`src/rtl/s27_key_loader_if.sv`:
```
// Bit-serial key provisioning bus between the test/provisioning port and s27_key_loader.
// Latency: none (wires only); all loader-side outputs are registered inside the loader.
// Backpressure: SR gates bit acceptance; SV while SR=0 is dropped, not stalled.
interface s27_key_loader_if #(
    parameter int KEY_W = 2
);
    // Provisioning side -> loader
    logic             SI;       // serial key/parity bit
    logic             SV;       // SI valid
    logic             ABORT;    // discard partial frame

    // Loader -> provisioning side / locked core
    logic             SR;       // ready to accept a bit
    logic [KEY_W-1:0] KEY;      // applied key (bit 0 -> s1, bit 1 -> s2)
    logic             KEY_VLD;  // KEY holds an accepted frame
    logic             ERR;      // one-cycle bad-frame pulse
    logic             LOCKOUT;  // sticky lockout flag
    logic             RANDOM;   // random bit for the core

    modport master (
        output SI,
        output SV,
        output ABORT,
        input  SR,
        input  KEY,
        input  KEY_VLD,
        input  ERR,
        input  LOCKOUT,
        input  RANDOM
    );

    modport slave (
        input  SI,
        input  SV,
        input  ABORT,
        output SR,
        output KEY,
        output KEY_VLD,
        output ERR,
        output LOCKOUT,
        output RANDOM
    );
endinterface

```
`src/rtl/s27_key_loader.sv`:
```
// Key loader for the locked s27 core: serial parity-checked key frames -> parallel KEY, lockout, LFSR random bit.
// Latency: KEY/KEY_VLD/ERR/LOCKOUT update on the edge accepting the parity bit; frame takes KEY_W+1 cycles minimum.
// Backpressure: SR=1 in IDLE/SHIFT (one bit per cycle, back-to-back frames allowed); SR=0 forever in LOCKOUT until RN.
// Build option: define S27_KEY_LFSR_EN to compile the 8-bit LFSR that drives RANDOM; otherwise RANDOM is tied to 0.
module s27_key_loader #(
    parameter int          KEY_W     = 2,
    parameter int          MAX_ERR   = 3,
    parameter logic [7:0]  LFSR_SEED = 8'hA5
) (
    input  logic           CK,
    input  logic           RN,
    s27_key_loader_if.slave bus
);

    // Bit counter covers key bit indices 0..KEY_W-1 plus the parity index KEY_W.
    localparam int CNT_W = (KEY_W + 1 > 1) ? $clog2(KEY_W + 1) : 1;
    // Error counter holds 0..MAX_ERR.
    localparam int ERR_W = (MAX_ERR + 1 > 1) ? $clog2(MAX_ERR + 1) : 1;

    localparam logic [CNT_W-1:0] PARITY_IDX = CNT_W'(KEY_W);
    localparam logic [ERR_W-1:0] ERR_LIMIT  = ERR_W'(MAX_ERR);

    // FSM encoding
    localparam logic [1:0] S_IDLE  = 2'b00;
    localparam logic [1:0] S_SHIFT = 2'b01;
    localparam logic [1:0] S_LOCK  = 2'b10;

    logic [1:0]       state_q,   state_d;
    logic [CNT_W-1:0] cnt_q,     cnt_d;
    logic [KEY_W-1:0] shift_q,   shift_d;
    logic             par_q,     par_d;      // running XOR of key bits seen so far
    logic [KEY_W-1:0] key_q,     key_d;
    logic             key_vld_q, key_vld_d;
    logic             err_q,     err_d;
    logic [ERR_W-1:0] err_cnt_q, err_cnt_d;
    logic [ERR_W-1:0] err_cnt_inc;

    // Saturating increment; in practice lockout is entered before the limit could be passed.
    assign err_cnt_inc = (err_cnt_q == ERR_LIMIT) ? err_cnt_q : err_cnt_q + ERR_W'(1);

    // Next-state logic for frame assembly, parity check, error counting and lockout.
    always_comb begin
        state_d   = state_q;
        cnt_d     = cnt_q;
        shift_d   = shift_q;
        par_d     = par_q;
        key_d     = key_q;
        key_vld_d = key_vld_q;
        err_d     = 1'b0;
        err_cnt_d = err_cnt_q;

        case (state_q)
            S_IDLE, S_SHIFT: begin
                if (bus.ABORT) begin
                    // Drop the partial frame; the applied key and error history stay untouched.
                    state_d = S_IDLE;
                    cnt_d   = '0;
                    shift_d = '0;
                    par_d   = 1'b0;
                end else if (bus.SV) begin
                    if (cnt_q == PARITY_IDX) begin
                        // Parity bit: resolve the frame and get ready for the next one.
                        cnt_d   = '0;
                        shift_d = '0;
                        par_d   = 1'b0;
                        state_d = S_IDLE;
                        if ((par_q ^ bus.SI) == 1'b0) begin
                            key_d     = shift_q;
                            key_vld_d = 1'b1;
                            err_cnt_d = '0;
                        end else begin
                            key_d     = '0;
                            key_vld_d = 1'b0;
                            err_d     = 1'b1;
                            err_cnt_d = err_cnt_inc;
                            if (err_cnt_inc == ERR_LIMIT) begin
                                state_d = S_LOCK;
                            end
                        end
                    end else begin
                        // Key bit, LSB first: bit index equals the current count.
                        for (int i = 0; i < KEY_W; i++) begin
                            if (cnt_q == CNT_W'(i)) begin
                                shift_d[i] = bus.SI;
                            end
                        end
                        par_d   = par_q ^ bus.SI;
                        cnt_d   = cnt_q + CNT_W'(1);
                        state_d = S_SHIFT;
                    end
                end
            end
            S_LOCK: begin
                // Nothing but reset leaves lockout; keep the key blanked.
                key_d     = '0;
                key_vld_d = 1'b0;
            end
            default: begin
                state_d   = S_IDLE;
                cnt_d     = '0;
                shift_d   = '0;
                par_d     = 1'b0;
            end
        endcase
    end

    // State and output registers.
    always_ff @(posedge CK or negedge RN) begin
        if (!RN) begin
            state_q   <= S_IDLE;
            cnt_q     <= '0;
            shift_q   <= '0;
            par_q     <= 1'b0;
            key_q     <= '0;
            key_vld_q <= 1'b0;
            err_q     <= 1'b0;
            err_cnt_q <= '0;
        end else begin
            state_q   <= state_d;
            cnt_q     <= cnt_d;
            shift_q   <= shift_d;
            par_q     <= par_d;
            key_q     <= key_d;
            key_vld_q <= key_vld_d;
            err_q     <= err_d;
            err_cnt_q <= err_cnt_d;
        end
    end

    // Outputs are decodes of registered state only; no input reaches an output combinationally.
    assign bus.SR      = (state_q != S_LOCK);
    assign bus.LOCKOUT = (state_q == S_LOCK);
    assign bus.KEY     = key_q;
    assign bus.KEY_VLD = key_vld_q;
    assign bus.ERR     = err_q;

`ifdef S27_KEY_LFSR_EN
    logic [7:0] lfsr_q, lfsr_d;
    logic       lfsr_fb;

    // Fibonacci taps for x^8+x^6+x^5+x^4+1; free-runs even in lockout.
    always_comb begin
        lfsr_fb = lfsr_q[7] ^ lfsr_q[5] ^ lfsr_q[4] ^ lfsr_q[3];
        lfsr_d  = {lfsr_q[6:0], lfsr_fb};
    end

    // LFSR register; the seed must be nonzero or the sequence sticks at 0.
    always_ff @(posedge CK or negedge RN) begin
        if (!RN) begin
            lfsr_q <= LFSR_SEED;
        end else begin
            lfsr_q <= lfsr_d;
        end
    end

    assign bus.RANDOM = lfsr_q[7];
`else
    // No LFSR in this build; the seed has no role, masking it keeps RANDOM a constant 0.
    assign bus.RANDOM = 1'b0 & LFSR_SEED[0];
`endif

endmodule

```
`src/flat_wrapper.sv`:
```
// flat-port wrapper written by rule: the top's interface ports become plain ports
module s27_key_loader_flat 
#(
    parameter int          KEY_W     = 2,
    parameter int          MAX_ERR   = 3,
    parameter logic [7:0]  LFSR_SEED = 8'hA5
)
  (CK, RN, bus_SI, bus_SV, bus_ABORT, bus_SR, bus_KEY, bus_KEY_VLD, bus_ERR, bus_LOCKOUT, bus_RANDOM);
  s27_key_loader_if #(.KEY_W(KEY_W)) bus_i ();
  input  logic CK;
  input  logic RN;
  input wire logic [$bits(bus_i.SI)-1:0] bus_SI;
  input wire logic [$bits(bus_i.SV)-1:0] bus_SV;
  input wire logic [$bits(bus_i.ABORT)-1:0] bus_ABORT;
  output wire logic [$bits(bus_i.SR)-1:0] bus_SR;
  output wire logic [$bits(bus_i.KEY)-1:0] bus_KEY;
  output wire logic [$bits(bus_i.KEY_VLD)-1:0] bus_KEY_VLD;
  output wire logic [$bits(bus_i.ERR)-1:0] bus_ERR;
  output wire logic [$bits(bus_i.LOCKOUT)-1:0] bus_LOCKOUT;
  output wire logic [$bits(bus_i.RANDOM)-1:0] bus_RANDOM;
  assign bus_i.SI = bus_SI;
  assign bus_i.SV = bus_SV;
  assign bus_i.ABORT = bus_ABORT;
  assign bus_SR = bus_i.SR;
  assign bus_KEY = bus_i.KEY;
  assign bus_KEY_VLD = bus_i.KEY_VLD;
  assign bus_ERR = bus_i.ERR;
  assign bus_LOCKOUT = bus_i.LOCKOUT;
  assign bus_RANDOM = bus_i.RANDOM;
  s27_key_loader #(.KEY_W(KEY_W), .MAX_ERR(MAX_ERR), .LFSR_SEED(LFSR_SEED)) u_core (.CK(CK), .RN(RN), .bus(bus_i));
endmodule
```
`config.mk`:
```
export PLATFORM = sky130hd
export DESIGN_NAME = s27_key_loader_flat
export DESIGN_NICKNAME = d
export VERILOG_FILES = /design/src/rtl/s27_key_loader_if.sv /design/src/rtl/s27_key_loader.sv /design/src/flat_wrapper.sv
export SDC_FILE = /design/constraint.sdc
export NUM_CORES = 1
export LEC_CHECK = 0
export CAP_MARGIN = 20
export CORE_MARGIN = 2
export CORE_UTILIZATION = 50
export DETAILED_ROUTE_END_ITERATION = 8
export GPL_TIMING_DRIVEN = 0
export PLACE_DENSITY = 0.72
export SKIP_CTS_REPAIR_TIMING = 1
export SLEW_MARGIN = 20
export SYNTH_ARGS = -nofsm -noshare
export SYNTH_HDL_FRONTEND = slang
export SYNTH_SLANG_ARGS = --single-unit
```
`constraint.sdc`:
```
create_clock -name CK -period 2.2 [get_ports CK]
set_clock_uncertainty 0.15 [all_clocks]
set_input_delay 0.33 -clock CK [delete_from_list [all_inputs] [get_ports CK]]
set_output_delay 0.33 -clock CK [all_outputs]
set_load 0.005 [all_outputs]
```
# After elaboration in Yosys (flattened, before gate mapping)
# Cells that the tools add are included.
[word_totals]
output_inout_bits = 7
ff_bits = 13
elab_cells = 73
input_bits = 5
[classes]
n_reduce_logical = 9
eq_ne = 13
mux = 37
add_sub_neg = 2
bitwise = 3
[op_table]
columns = ["cell", "count"]
rows = [
  ["two-way mux 2 bit", 17],
  ["one-hot mux 2 bit (2 select lines)", 4],
  ["two-way mux 1 bit", 14],
  ["equality test 2 bit (second input constant)", 4],
  ["!= test 4 x 2 -> 1 bit (second input constant)", 2],
  ["AND reduction 4 bit", 2],
  ["!= test 2 bit (second input constant)", 3],
  ["AND reduction 3 bit", 2],
  ["adder 2 x 1 -> 2 bit (second input constant)", 2],
  ["equality test 2 x 1 -> 1 bit (second input constant)", 2],
  ["logical NOT 2 bit", 2],
  ["one-hot mux 1 bit (2 select lines)", 2],
  ["!= test 3 bit (second input constant)", 1],
  ["!= test 2 x 1 -> 1 bit (second input constant)", 1],
  ["NOT 1 bit", 2],
  ["AND reduction 2 bit", 1],
  ["nonzero test 2 bit", 1],
  ["OR reduction 2 bit", 1],
  ["bitwise XOR 1 bit", 1],
]

# Logic depth before layout (Yosys ltp)
[logic_depth]
depth_word = 9
ltp_mapped = 5
ltp_nobuf = 5

# Least setup slack after synthesis
# No wires, ideal clock.
[synth_path]
path_type = "reg2reg"
from = "register u_core.cnt_q[0]"
to = "register u_core.err_cnt_q[0]"
setup_time_ns = 0.125
stages_incl_launch_ff = 5
t_arrival_ns = 1.189
setup_slack_ns = 0.736
path_buffers = 0
required_time_ns = 1.925
synth_period_minus_slack_ns = 1.464
cell_sequence = "dfrtp_1 inv_1 ha_1 and4bb_1 mux2_4"
[synth_via]
elab_chain_len = 2
[synth_rtl]
columns = ["element", "line_no", "rtl"]
rows = [
  ["start, declared", "s27_key_loader.sv:29", "logic [CNT_W-1:0] cnt_q, cnt_d;"],
  ["start signal, assigned", "s27_key_loader.sv:120", "cnt_q <= cnt_d;"],
  ["equality test 2 bit", "s27_key_loader.sv:61", "if (cnt_q == PARITY_IDX) begin"],
  ["AND reduction 4 bit (no line)", "-", ""],
  ["end signal, assigned", "s27_key_loader.sv:126", "err_cnt_q <= err_cnt_d;"],
  ["end, declared", "s27_key_loader.sv:35", "logic [ERR_W-1:0] err_cnt_q, err_cnt_d;"],
]
# No other way between the ends.
# A chain may end at the register's enable or synchronous reset.

# Final worst setup path
[layout_path]
from = "register u_core.state_q[1]"
to = "output port bus_SR"
[layout_via]
elab_chain_len = 1
[layout_rtl]
columns = ["element", "line_no", "rtl"]
rows = [
  ["start, declared", "s27_key_loader.sv:28", "logic [1:0] state_q, state_d;"],
  ["start signal, assigned", "s27_key_loader.sv:119", "state_q <= state_d;"],
  ["!= test 2 bit", "s27_key_loader.sv:131", "assign bus.SR = (state_q != S_LOCK);"],
  ["end, declared", "flat_wrapper.sv:15", "output wire logic [$bits(bus_i.SR)-1:0] bus_SR;"],
]
# No other way between the ends.

==> qor.yml <==
outcome:
  outcome: "finished clean"
sta:
  fmax_ghz: 0.4768
  post-route-period-util_pct: 95.33
  report.final.setup_viol: 0
  finalHoldViolations: 0
  fin_crit_ns: 2.097
  maxSlewViolCount: 0
  tns_ns: 0
  relSlewSlack_pct: 60.97
  holdWs_ns: 0.2718
  rsz0062_at_grt: "false"
  tightestPinTransition_ns: 0.5837
clock_network:
  cts_buffer_depth: 2
  clk_latency_ns: 0.27
  clkSinkCount: 13
  cts_tree: "built"
  cts_made_buffers: 3
  root_buffer: "clkbuf_4"
  htree_num_levels: 1
  clkTransAtPathRegs_ns: 0.08
pwr:
  pwr-share-comb_pct: 18.9
  power_density_nw_per_um2: 623.9
  p_switching_uw: 137.7
  irDropWorstVdd_uv: 456.4
  pwr-share-clk_pct: 27.9
  p_sw_share_pct: 26.24
  leakagePower_uw: 0.0003641
  power_uw: 524.6
  power.internal_uw: 386.9
  pwr-share-seq_pct: 53.3
worst_hold_path:
  hp-class: "in -> async"
setup_path:
  crit_fanout: 7
  arrival_ns: 1.62
  slowest_delay_ns: 0.49
  cp-start-kind: "flip-flop"
  cp_slowest_cell: "clkdlybuf4s50_1"
  cp-end-kind: "output port"
  critPathKind: "reg -> out"
  crit_chain: "and2b_1 -> buf_6 -> inv_6 -> clkdlybuf4s50_1"
  cp.required_ns: 1.72
route:
  drc_errors: 0
  wl_mm: 1.245
  first_iter_violations: 16
  final_antenna_net_count: 0
  post_drt_wl_per_cell_um: 13.39
  via_count: 517
  dr.pass1.iters: 4
  vias_per_cell: 5.559
global_route:
  grt_max_degree: 14
  grt_antenna_before_repair: 0
  grt_usage_pct: 19.55
  grt_pass1_wl_mm: 2.007
  gr-total-overflow: 0
  grt_pass1_vias: 461
place:
  portBuffers: 10
  place_congestion: 0.7771
  hpwlAfterDp_um: 912.5
die:
  num_io_pins: 12
  core_um2: 1301
  start_util_pct: 53.37
  rows: 13
  die_x_um: 41.27
  die_area_um2: 1703
  die_h_um: 41.27
logic_synthesis:
  synth_area_leaders: "dfrtp_1, ha_1, a21oi_1, and4bb_2, a32o_1"
  synth_seq_cells: 13
  synth_most_common_cell: "dfrtp_1"
  synth_top_area_share_pct: 46.85
  syn_avg_cell_area_um2: 10.85
  yosys-top-cells-count: "dfrtp_1, a21oi_1, inv_1"
  syn-num-nets: 73
  syn_area_um2: 694.4
  synth-seq-area-share_pct: 46.85
  syn-instance-count: 64
  yosysWarnings: 0
  synth_top_area_cell: "dfrtp_1"
  synth_edf_count: 0
  async_reset_ff_share_pct: 100.0
  synth.distinct_cells: 26
  synth_flop_cell: "dfrtp_1"
run:
  drv_cap: 0
finish:
  drive_gt1_share_pct: 17.95
  areaGrowthSynthToFinish_pct: 21.08
  diodes: 0
  nNetsFinal: 88
==> cells by family after synthesis <==
logic type	after synthesis	share of synthesized area (%)
AND/OR/NAND/NOR	16	14.41
adder cells (fa/ha/maj)	4	7.207
multiplexers	2	3.603
flip-flops	13	46.85
buffers and inverters	9	7.748
AO/OA/AOI/OAI	18	17.30
XOR/XNOR	1	2.343
other	1	0.5400
==> cells in the final DEF, fill, tap and decap left out, drive strengths merged, types with 4 or more instances in the layout <==
cell type      synthesis  layout
a21oi                  6       6
clkbuf                 0       4
nor2                   4       4
clkdlybuf4s50          0      10
inv                    6       6
ha                     4       4
dfrtp                 13      13
o21ai                  4       4
nand2                  4       4
==> area by class of cell <==
cell class	count	area (µm²)
fillers	108	460.4
flip-flops and latches	13	326.6
multi-input cells	42	315.3
repair buffers	10	100.1
inverters	6	27.53
clock buffers	4	26.28
plain buffers	3	26.28
well taps	15	18.77
==> state kept, by name, indices dropped and copies added, names as in the netlist <==
signal              count
u_core.par_q            1
u_core.shift_q          2
u_core.state_q          2
u_core.bus.KEY_VLD      1
u_core.cnt_q            2
u_core.bus.ERR          1
u_core.err_cnt_q        2
u_core.bus.KEY          2
==> worst max-delay path: cells and delay by family (launching register included) <==
| family | cells | cell delay [ns] |
|---|---|---|
| buffers and inverters | 3 | 0.68 |
| AND/OR/NAND/NOR | 1 | 0.19 |
| flip-flops | 1 | 0.47 |
==> final timing paths <==
check	startpoint	end	slack, ns	cells after the start
setup / recovery	u_core.state_q[1]	bus_SR	0.10	4
hold / removal	RN	u_core.bus.KEY[1]	0.27	1
setup reg to reg	u_core.cnt_q[0]	u_core.err_cnt_q[0]	0.59	4
hold reg to reg	u_core.shift_q[1]	u_core.bus.KEY[1]	0.36	2
max in group asynchronous	RN	u_core.state_q[1]	1.21	1
min in group CK	u_core.shift_q[1]	u_core.bus.KEY[1]	0.36	2
==> metrics by stage <==
stage	instance area, µm²	utilization [%]	setup slack, ns	instances
3_5_place_dp	813.3	62.50	0.3572	89
3_3_place_gp	813.3	62.50	0.3890	89
2_1_floorplan	694.4	-	0.7364	64
5_1_grt	840.8	64.62	0.02655	93
4_1_cts	839.6	64.52	0.06304	93
6_report	840.8	64.62	0.1027	93
==> power by group through the flow <==
stage | combinational (µW) | sequential [µW] | clock [µW]
after CTS | 100 | 280 | 155
after global placement | 97.6 | 282 | 0
after detailed placement | 99.2 | 284 | 0
after floorplan | 59.5 | 281 | 0
final | 98.9 | 279 | 146
after global routing | 112 | 283 | 170
==> per-layer routing <==
| layer | vias to the layer above | part of all wire [%] | global-route usage, % |
|---|---|---|---|
| met5 | - | 0 | 0 |
| met4 | 0 | 0.40 | 4.839 |
| met3 | 2 | 5.6 | 9.783 |
| met2 | 15 | 48 | 30.86 |
| met1 | 249 | 46 | 23.57 |
| li1 | 251 | - | - |
Note: power is estimated with default switching activity, not from simulation.
